==> src/rtl/video_timing_gen.sv <==
// ----------------------------------------------------------------------------
// video_timing_gen
//
// Raster timing generator with a built-in 6-bit-per-channel test pattern,
// intended to drive the HSync/VSync/DataEnable/Red/Green/Blue inputs of an
// LVDS 7:1 transmitter directly. Everything runs on DotClock.
//
// Ports
//   DotClock    in   1   pixel clock, rising edge
//   rst_n       in   1   asynchronous active-low reset
//   PatternSel  in   2   0 colour bars, 1 gradient, 2 checker, 3 solid
//   SolidColor  in   18  {R[5:0],G[5:0],B[5:0]} for the solid pattern
//   HSync       out  1   horizontal sync, asserted level = HS_POL
//   VSync       out  1   vertical sync, asserted level = VS_POL
//   DataEnable  out  1   high during active pixels
//   Red/Green/Blue out 6 pixel value, zero outside the active region
//   FrameStart  out  1   one-cycle pulse with the first active pixel of a frame
//
// All outputs are registered from the counter values of the previous cycle.
// Parameters are legal only when every field >= 1 and H_ACTIVE >= 8.
// ----------------------------------------------------------------------------
module video_timing_gen #(
    parameter int H_ACTIVE = 800,
    parameter int H_FP     = 40,
    parameter int H_SYNC   = 128,
    parameter int H_BP     = 88,
    parameter int V_ACTIVE = 480,
    parameter int V_FP     = 1,
    parameter int V_SYNC   = 3,
    parameter int V_BP     = 21,
    parameter int HS_POL   = 0,
    parameter int VS_POL   = 0
) (
    input  logic        DotClock,
    input  logic        rst_n,
    input  logic [1:0]  PatternSel,
    input  logic [17:0] SolidColor,
    output logic        HSync,
    output logic        VSync,
    output logic        DataEnable,
    output logic [5:0]  Red,
    output logic [5:0]  Green,
    output logic [5:0]  Blue,
    output logic        FrameStart
);

    localparam int H_TOTAL = H_ACTIVE + H_FP + H_SYNC + H_BP;
    localparam int V_TOTAL = V_ACTIVE + V_FP + V_SYNC + V_BP;
    localparam int HW      = $clog2(H_TOTAL);
    localparam int VW      = $clog2(V_TOTAL);
    localparam int BAR_W   = H_ACTIVE / 8;
    localparam int BW      = (BAR_W > 1) ? $clog2(BAR_W) : 1;

    localparam logic [HW-1:0] H_LAST   = HW'(H_TOTAL - 1);
    localparam logic [HW-1:0] H_ACT_C  = HW'(H_ACTIVE);
    localparam logic [HW-1:0] HS_START = HW'(H_ACTIVE + H_FP);
    localparam logic [HW-1:0] HS_END   = HW'(H_ACTIVE + H_FP + H_SYNC);
    localparam logic [VW-1:0] V_LAST   = VW'(V_TOTAL - 1);
    localparam logic [VW-1:0] V_ACT_C  = VW'(V_ACTIVE);
    localparam logic [VW-1:0] VS_START = VW'(V_ACTIVE + V_FP);
    localparam logic [VW-1:0] VS_END   = VW'(V_ACTIVE + V_FP + V_SYNC);
    localparam logic [BW-1:0] BAR_LAST = BW'(BAR_W - 1);
    localparam logic          HS_ON    = 1'(HS_POL);
    localparam logic          VS_ON    = 1'(VS_POL);

    logic [HW-1:0] r_hcnt;
    logic [VW-1:0] r_vcnt;
    logic [7:0]    r_frame;
    logic [BW-1:0] r_bar_pos;
    logic [2:0]    r_bar_idx;
    logic [1:0]    r_sel;
    logic [17:0]   r_solid;

    logic          w_h_last;
    logic          w_v_last;
    logic          w_first;
    logic          w_de;
    logic          w_hs;
    logic          w_vs;
    logic [1:0]    w_sel;
    logic [17:0]   w_solid;
    logic [5:0]    w_h6;
    logic [5:0]    w_v6;
    logic [17:0]   w_rgb;

    // Colour-bar lookup. Index order white, yellow, cyan, green, magenta,
    // red, blue, black maps to R = ~idx[1], G = ~idx[2], B = ~idx[0].
    function automatic logic [17:0] bar_color(input logic [2:0] idx);
        logic [5:0] r, g, b;
        r = idx[1] ? 6'h00 : 6'h3F;
        g = idx[2] ? 6'h00 : 6'h3F;
        b = idx[0] ? 6'h00 : 6'h3F;
        return {r, g, b};
    endfunction

    assign w_h_last = (r_hcnt == H_LAST);
    assign w_v_last = (r_vcnt == V_LAST);
    assign w_first  = (r_hcnt == '0) && (r_vcnt == '0);
    assign w_de     = (r_hcnt < H_ACT_C) && (r_vcnt < V_ACT_C);
    assign w_hs     = (r_hcnt >= HS_START) && (r_hcnt < HS_END);
    assign w_vs     = (r_vcnt >= VS_START) && (r_vcnt < VS_END);

    // The first pixel of a frame already uses the freshly sampled selection,
    // so a new pattern takes effect exactly at the frame boundary.
    assign w_sel    = w_first ? PatternSel : r_sel;
    assign w_solid  = w_first ? SolidColor : r_solid;

    // Zero-extend or truncate the counters to the 6-bit gradient fields.
    assign w_h6     = 6'(r_hcnt);
    assign w_v6     = 6'(r_vcnt);

    // Raster counters
    always_ff @(posedge DotClock or negedge rst_n) begin
        if (!rst_n) begin
            r_hcnt  <= '0;
            r_vcnt  <= '0;
            r_frame <= '0;
        end else if (w_h_last) begin
            r_hcnt <= '0;
            if (w_v_last) begin
                r_vcnt  <= '0;
                r_frame <= r_frame + 8'd1;
            end else begin
                r_vcnt <= r_vcnt + 1'b1;
            end
        end else begin
            r_hcnt <= r_hcnt + 1'b1;
        end
    end

    // Bar counter tracks hcnt/BAR_W without a divider; the index sticks at 7
    // for any remainder pixels when H_ACTIVE is not a multiple of 8.
    always_ff @(posedge DotClock or negedge rst_n) begin
        if (!rst_n) begin
            r_bar_pos <= '0;
            r_bar_idx <= '0;
        end else if (w_h_last) begin
            r_bar_pos <= '0;
            r_bar_idx <= '0;
        end else if (r_bar_pos == BAR_LAST) begin
            r_bar_pos <= '0;
            r_bar_idx <= (r_bar_idx == 3'd7) ? 3'd7 : r_bar_idx + 3'd1;
        end else begin
            r_bar_pos <= r_bar_pos + 1'b1;
        end
    end

    // Pattern selection latched once per frame
    always_ff @(posedge DotClock or negedge rst_n) begin
        if (!rst_n) begin
            r_sel <= '0;
        end else if (w_first) begin
            r_sel <= PatternSel;
        end
    end

    always_ff @(posedge DotClock) begin
        if (w_first) begin
            r_solid <= SolidColor;
        end
    end

    always_comb begin
        w_rgb = '0;
        case (w_sel)
            2'd0:    w_rgb = bar_color(r_bar_idx);
            2'd1:    w_rgb = {w_h6, w_v6, r_frame[7:2]};
            2'd2:    w_rgb = (w_h6[3] ^ w_v6[3]) ? 18'h3FFFF : 18'h00000;
            default: w_rgb = w_solid;
        endcase
        if (!w_de) begin
            w_rgb = '0;
        end
    end

    // Output register stage
    always_ff @(posedge DotClock or negedge rst_n) begin
        if (!rst_n) begin
            HSync      <= ~HS_ON;
            VSync      <= ~VS_ON;
            DataEnable <= 1'b0;
            FrameStart <= 1'b0;
            Red        <= '0;
            Green      <= '0;
            Blue       <= '0;
        end else begin
            HSync      <= w_hs ? HS_ON : ~HS_ON;
            VSync      <= w_vs ? VS_ON : ~VS_ON;
            DataEnable <= w_de;
            FrameStart <= w_first;
            Red        <= w_rgb[17:12];
            Green      <= w_rgb[11:6];
            Blue       <= w_rgb[5:0];
        end
    end

endmodule
==> config.mk <==
export PLATFORM = sky130hd
export DESIGN_NAME = video_timing_gen
export DESIGN_NICKNAME = d
export VERILOG_FILES = /design/src/rtl/video_timing_gen.sv
export SDC_FILE = /design/constraint.sdc
export NUM_CORES = 1
export LEC_CHECK = 0
export CORE_AREA = 2 2 87 89
export CTS_CLUSTER_DIAMETER = 40
export DETAILED_ROUTE_END_ITERATION = 12
export DIE_AREA = 0 0 89 91
export HOLD_SLACK_MARGIN = 0.12
export PLACE_DENSITY = 0.75
export RECOVER_POWER = 50
export SYNTH_ARGS = -nofsm -noshare
export SYNTH_HDL_FRONTEND = slang
export SYNTH_SLANG_ARGS = --single-unit
==> constraint.sdc <==
create_clock -name DotClock -period 3.9 [get_ports DotClock]
set_clock_uncertainty 0.15 [all_clocks]
set_input_delay 0.39 -clock DotClock [delete_from_list [all_inputs] [get_ports DotClock]]
set_output_delay 0.39 -clock DotClock [all_outputs]
set_load 0.01 [all_outputs]
==> metrics.log <==
INFO  metric run_status = finished with violations
INFO  metric failed_checks = max-capacitance violations, max-slew violations
INFO  metric synth_sequential_area_ratio = between 50% and 60%
INFO  metric cts_tree = yes
INFO  metric number_of_global_route_vias_before_repair = between 2000 and 3000
INFO  metric clock_power_share = about 41%
INFO  metric place.detailed.hpwl = 5.62 mm
INFO  metric finalSetupViolations = 0
INFO  metric layout_min_cycle_time = around 2.8 ns
INFO  metric clock_sinks = 80
INFO  metric synth_largest_area_cell = sky130_fd_sc_hd__dfrtp_1
INFO  metric clk_latency = 0.36 ns
INFO  metric worst-endpoint-arrival = 2.87 ns
INFO  metric crit_required = 3.99 ns
INFO  metric ioPinCount = between 40 and 50
INFO  metric holdCritPathClass = register to register
INFO  metric worstSetupEndpointType = register
INFO  metric critical_path.max_fanout = 26
INFO  metric synth_compound_area_share = a little under a tenth
INFO  metric largest_family_of_logic_cells_by_synthesized_area = simple AND/OR/NAND/NOR gates
INFO  metric number_of_i_o_port_buffers = 43
INFO  metric fp.dieW = between 80 and 90 µm
INFO  metric final.setup.tns = 0 ns
INFO  metric maxClockFrequency = roughly 360 MHz
INFO  metric regToRegEndpoint = Red[0]$_DFF_PN0_
INFO  metric clockBufferDepth = 2
INFO  metric cpLargestDelayFamily = simple AND/OR/NAND/NOR gates
INFO  metric net-switching-power = between 300 and 400 µW
INFO  metric ys_ff_latch = 80
INFO  metric synth_edf_count = 0
INFO  metric global_route.usage.total = a little over a fifth
INFO  metric antennaDiodeCount = 0
INFO  metric final.fill_count = between 600 and 700
INFO  metric synthCells = ~360
INFO  metric power.internal = between 1000 and 1500 µW
INFO  metric fp.dieH = about 91 µm
INFO  metric cell_at_the_root_of_the_clock_tree = sky130_fd_sc_hd__clkbuf_8
INFO  metric crit_chain = inv_1, ha_1, nor4b_1, nand3_1, buf_4, nor2_4, buf_4, o31ai_1, nor4b_1
INFO  metric gp_congestion = about 0.8
INFO  metric switching_share = 22.8%
INFO  metric tightest_slew = about 1.5 ns
INFO  metric worst-r2r-cell-count = 9
INFO  metric crit_type = register to register
INFO  metric total_power = 1660 µW
INFO  metric drt_pre_antenna_iters = 4
INFO  metric row_count = 31
INFO  metric die_area = around 0.008 mm²
INFO  metric synth_flop_cell = sky130_fd_sc_hd__dfrtp_1
INFO  metric total_leakage_power = approximately 0.0019 µW
INFO  metric yosys-top-cells-area = sky130_fd_sc_hd__dfrtp_1 (39%), sky130_fd_sc_hd__dfxtp_1 (9.5%), sky130_fd_sc_hd__mux2_2 (5.9%)
INFO  metric buffers_plus_inverters_on_the_worst_setup_path = 3
INFO  metric place.detailed.instances = approximately 500
INFO  metric pwrdens = ~370 mW/mm²
INFO  metric rrSetupSlack = between 1 and 1.5 ns
INFO  metric drt_drc_violations_left = 0
INFO  metric routedWlPerCell = 15.8 µm
INFO  metric whs_endpoint = r_bar_pos[0]$_DFF_PN0_
INFO  metric num_vias = 2784
INFO  metric rsz0062_at_grt = false
INFO  metric finalHoldViolCount = 0
INFO  metric syn_to_final_growth = 18.7%
INFO  metric synth_xor_xnor_area_share = under 10%
INFO  metric ys.warnings.count = 0
INFO  metric drt-initial-drc-count = ~200
INFO  metric timing_max_transition_violations_final = 28
INFO  metric cts-resized-gates = 0
INFO  metric grt_antenna_before_repair = 0
INFO  metric cts.clk_slew.worst_paths = 0.09 ns
INFO  metric synth-async-reset-ratio = just under 80%
INFO  metric startpoint_of_the_tightest_hold_check_path = r_bar_pos[0]$_DFF_PN0_
INFO  metric power.ir.vdd_worst = a little over 0.2 mV
INFO  metric slew_headroom = -0.281%
INFO  metric floorplan.initialDensity = 53.4%
INFO  metric drive_gt1_share = ~12%
INFO  metric numCtsBuffers = 9
INFO  metric rr_startpoint = r_hcnt[0]$_DFF_PN0_
INFO  metric critPathLaunchType = register
INFO  metric finalNetCount = about 430
INFO  metric cts-htree-levels = 3
INFO  metric post_synth_fa_ha_maj_area_fraction = approximately 2.6%
INFO  metric vias_per_cell = 5.50
INFO  metric grt_pass1_wl = about 13 mm
INFO  metric coreArea = 0.00714 mm²
INFO  metric layout.cells.non_filler = a little over 500
INFO  metric route.antenna.remaining_nets = 0
INFO  metric routed_wirelength = around 8.0 mm
INFO  metric global_route.overflow_total = 0
INFO  metric largest_net_degree_at_the_start_of_global_routing = 36
INFO  metric max_cap_viol_count = 1
INFO  metric synth_simple_gate_area_share = approximately a fifth
INFO  metric cpMaxStageDelayCell = sky130_fd_sc_hd__dfrtp_1
INFO  metric synth.distinct_cells = 44
INFO  metric cpPeakStageDelay = roughly 0.44 ns
INFO  metric holdPathStages = 1
INFO  metric synth.avg_cell_area = between 10 and 15 µm²
INFO  metric mappedNetlistArea = 0.00381 mm²
INFO  metric final_min_period_over_clock_period = 71.2%
INFO  metric power.combinational.fraction = 7.5%
INFO  metric synth_mux_area_share = 8.27%
INFO  metric netlist.area_leader.share = 39.4%
INFO  metric synth.net_count = slightly below 400
INFO  metric sequentialPowerShare = a little over half
[power groups by stage]
stage | combinational, µW | sequential (µW) | clock (µW)
2_1_floorplan | 42.7 | 888 | 0
3_3_place_gp | 128 | 882 | 0
3_5_place_dp | 130 | 883 | 0
4_1_cts | 131 | 866 | 684
5_1_grt | 136 | 868 | 725
6_report | 124 | 865 | 673
[synthesized netlist by cell type (2+ instances only)]
master and count:
sky130_fd_sc_hd__o2111a_1 8, sky130_fd_sc_hd__buf_1 3, sky130_fd_sc_hd__nor2b_1 3, sky130_fd_sc_hd__xor2_1 9, sky130_fd_sc_hd__and4_1 5, sky130_fd_sc_hd__nand3_1 16
sky130_fd_sc_hd__mux2_2 20, sky130_fd_sc_hd__o21ai_0 6, sky130_fd_sc_hd__nor2_1 48, sky130_fd_sc_hd__nand4b_1 3, sky130_fd_sc_hd__nand2_1 20, sky130_fd_sc_hd__and3_1 5
sky130_fd_sc_hd__or2_2 2, sky130_fd_sc_hd__nor4b_1 5, sky130_fd_sc_hd__dfxtp_1 18, sky130_fd_sc_hd__o31ai_1 11, sky130_fd_sc_hd__mux2i_1 9, sky130_fd_sc_hd__a221oi_2 2
sky130_fd_sc_hd__dfstp_2 2, sky130_fd_sc_hd__inv_1 8, sky130_fd_sc_hd__xnor2_1 18, sky130_fd_sc_hd__nand2b_1 2, sky130_fd_sc_hd__nand4_1 9, sky130_fd_sc_hd__nor3_1 12
sky130_fd_sc_hd__dfrtp_1 60, sky130_fd_sc_hd__or4_1 10, sky130_fd_sc_hd__a21oi_1 11, sky130_fd_sc_hd__buf_2 3, sky130_fd_sc_hd__ha_1 8, sky130_fd_sc_hd__buf_6 2
sky130_fd_sc_hd__clkbuf_1 12
[cell usage in the layout, fill, tap and decap left out, types with 10 or more instances in the layout]
cell type                         netlist  routed
sky130_fd_sc_hd__dfrtp_1               60      60
sky130_fd_sc_hd__dfxtp_1               18      18
sky130_fd_sc_hd__clkdlybuf4s50_1        0      25
sky130_fd_sc_hd__nor3_1                12      12
sky130_fd_sc_hd__nor2_1                48      47
sky130_fd_sc_hd__nand2_1               20      20
sky130_fd_sc_hd__xnor2_1               18      18
sky130_fd_sc_hd__dlygate4sd3_1          0      18
sky130_fd_sc_hd__nand3_1               16      16
sky130_fd_sc_hd__or4_1                 10      10
sky130_fd_sc_hd__o31ai_1               11      11
sky130_fd_sc_hd__mux2_2                20      20
sky130_fd_sc_hd__a21oi_1               11      11
[per-layer routing]
metal / track usage [%] / up-vias / wire (µm) / part of all wire [%]
met4: 8.33 / 0 / 133 / 1.7
met5: 0 / - / 0 / 0
met1: 30.8 / 1322 / 3830 / 48
met3: 4.45 / 10 / 316 / 4.0
met2: 31.4 / 62 / 3710 / 46
li1: - / 1390 / - / -
[cell families after synthesis]
| family | after synthesis |
|---|---|
| AOI/OAI and AO/OA | 45 |
| xor gates and xnor gates | 27 |
| adders and majority gates | 8 |
| buffers and inverters | 28 |
| DFF | 80 |
| muxes | 29 |
| and+or+nand+nor | 146 |
[sequential cells by signal, summed over array words and instances, names as in the netlist]
register	cells
Red	6
r_sel	2
DataEnable	1
r_hcnt	11
r_bar_pos	7
Green	6
r_frame	8
r_solid	18
VSync	1
FrameStart	1
r_vcnt	9
HSync	1
r_bar_idx	3
Blue	6
[worst register-to-register path, stage by stage, from the launching register on]
cell                      delay [ns]
sky130_fd_sc_hd__dfrtp_1        0.44
sky130_fd_sc_hd__inv_1          0.10
sky130_fd_sc_hd__ha_1           0.14
sky130_fd_sc_hd__nor4b_1        0.29
sky130_fd_sc_hd__nand3_1        0.12
sky130_fd_sc_hd__buf_4          0.20
sky130_fd_sc_hd__nor2_4         0.30
sky130_fd_sc_hd__buf_4          0.40
sky130_fd_sc_hd__o31ai_1        0.16
sky130_fd_sc_hd__nor4b_1        0.36
[worst max-delay path by stage]
stage	startpoint	to	slack, ns	cells past startpoint
final	r_hcnt[0]$_DFF_PN0_	Red[0]$_DFF_PN0_	1.12	9
after global routing	rst_n	Blue[5]$_DFF_PN0_	0.79	3
after detailed placement	r_hcnt[0]$_DFF_PN0_	Red[0]$_DFF_PN0_	1.18	9
after CTS	r_hcnt[1]$_DFF_PN0_	Red[0]$_DFF_PN0_	1.15	9
after global placement	r_hcnt[0]$_DFF_PN0_	Red[0]$_DFF_PN0_	1.20	9
after floorplan	r_hcnt[5]$_DFF_PN0_	r_frame[7]$_DFFE_PN0P_	1.57	7
[repair_timing]
item / 4_1_cts / 5_1_grt
endpoints found under the hold margin: 26 / 0
hold buffers: 1 / 0
setup buffers: 0 / 0
[layout make-up]
cell class	instances	area, µm²	area share [%]
Clock buffer	10	128	2.82
Sequential cell	80	1910	42.3
Multi-Input combinational cell	255	1780	39.2
Inverter	8	30.0	0.663
Clock inverter	6	92.6	2.05
Timing Repair Buffer	48	462	10.2
Tap cell	99	124	2.74
[through the flow]
stage / area, µm² / utilization, % / setup WS [ns] / hold slack [ns]
floorplan: 3810 / - / 1.57 / -0.0556
global placement: 4310 / 60.3 / 1.20 / 0.289
detailed placement: 4310 / 60.3 / 1.18 / 0.299
CTS: 4540 / 63.6 / 1.15 / 0.311
global route: 4530 / 63.4 / 0.791 / 0.332
finish: 4530 / 63.4 / 1.12 / 0.308
(Power assumes the default switching activity.)
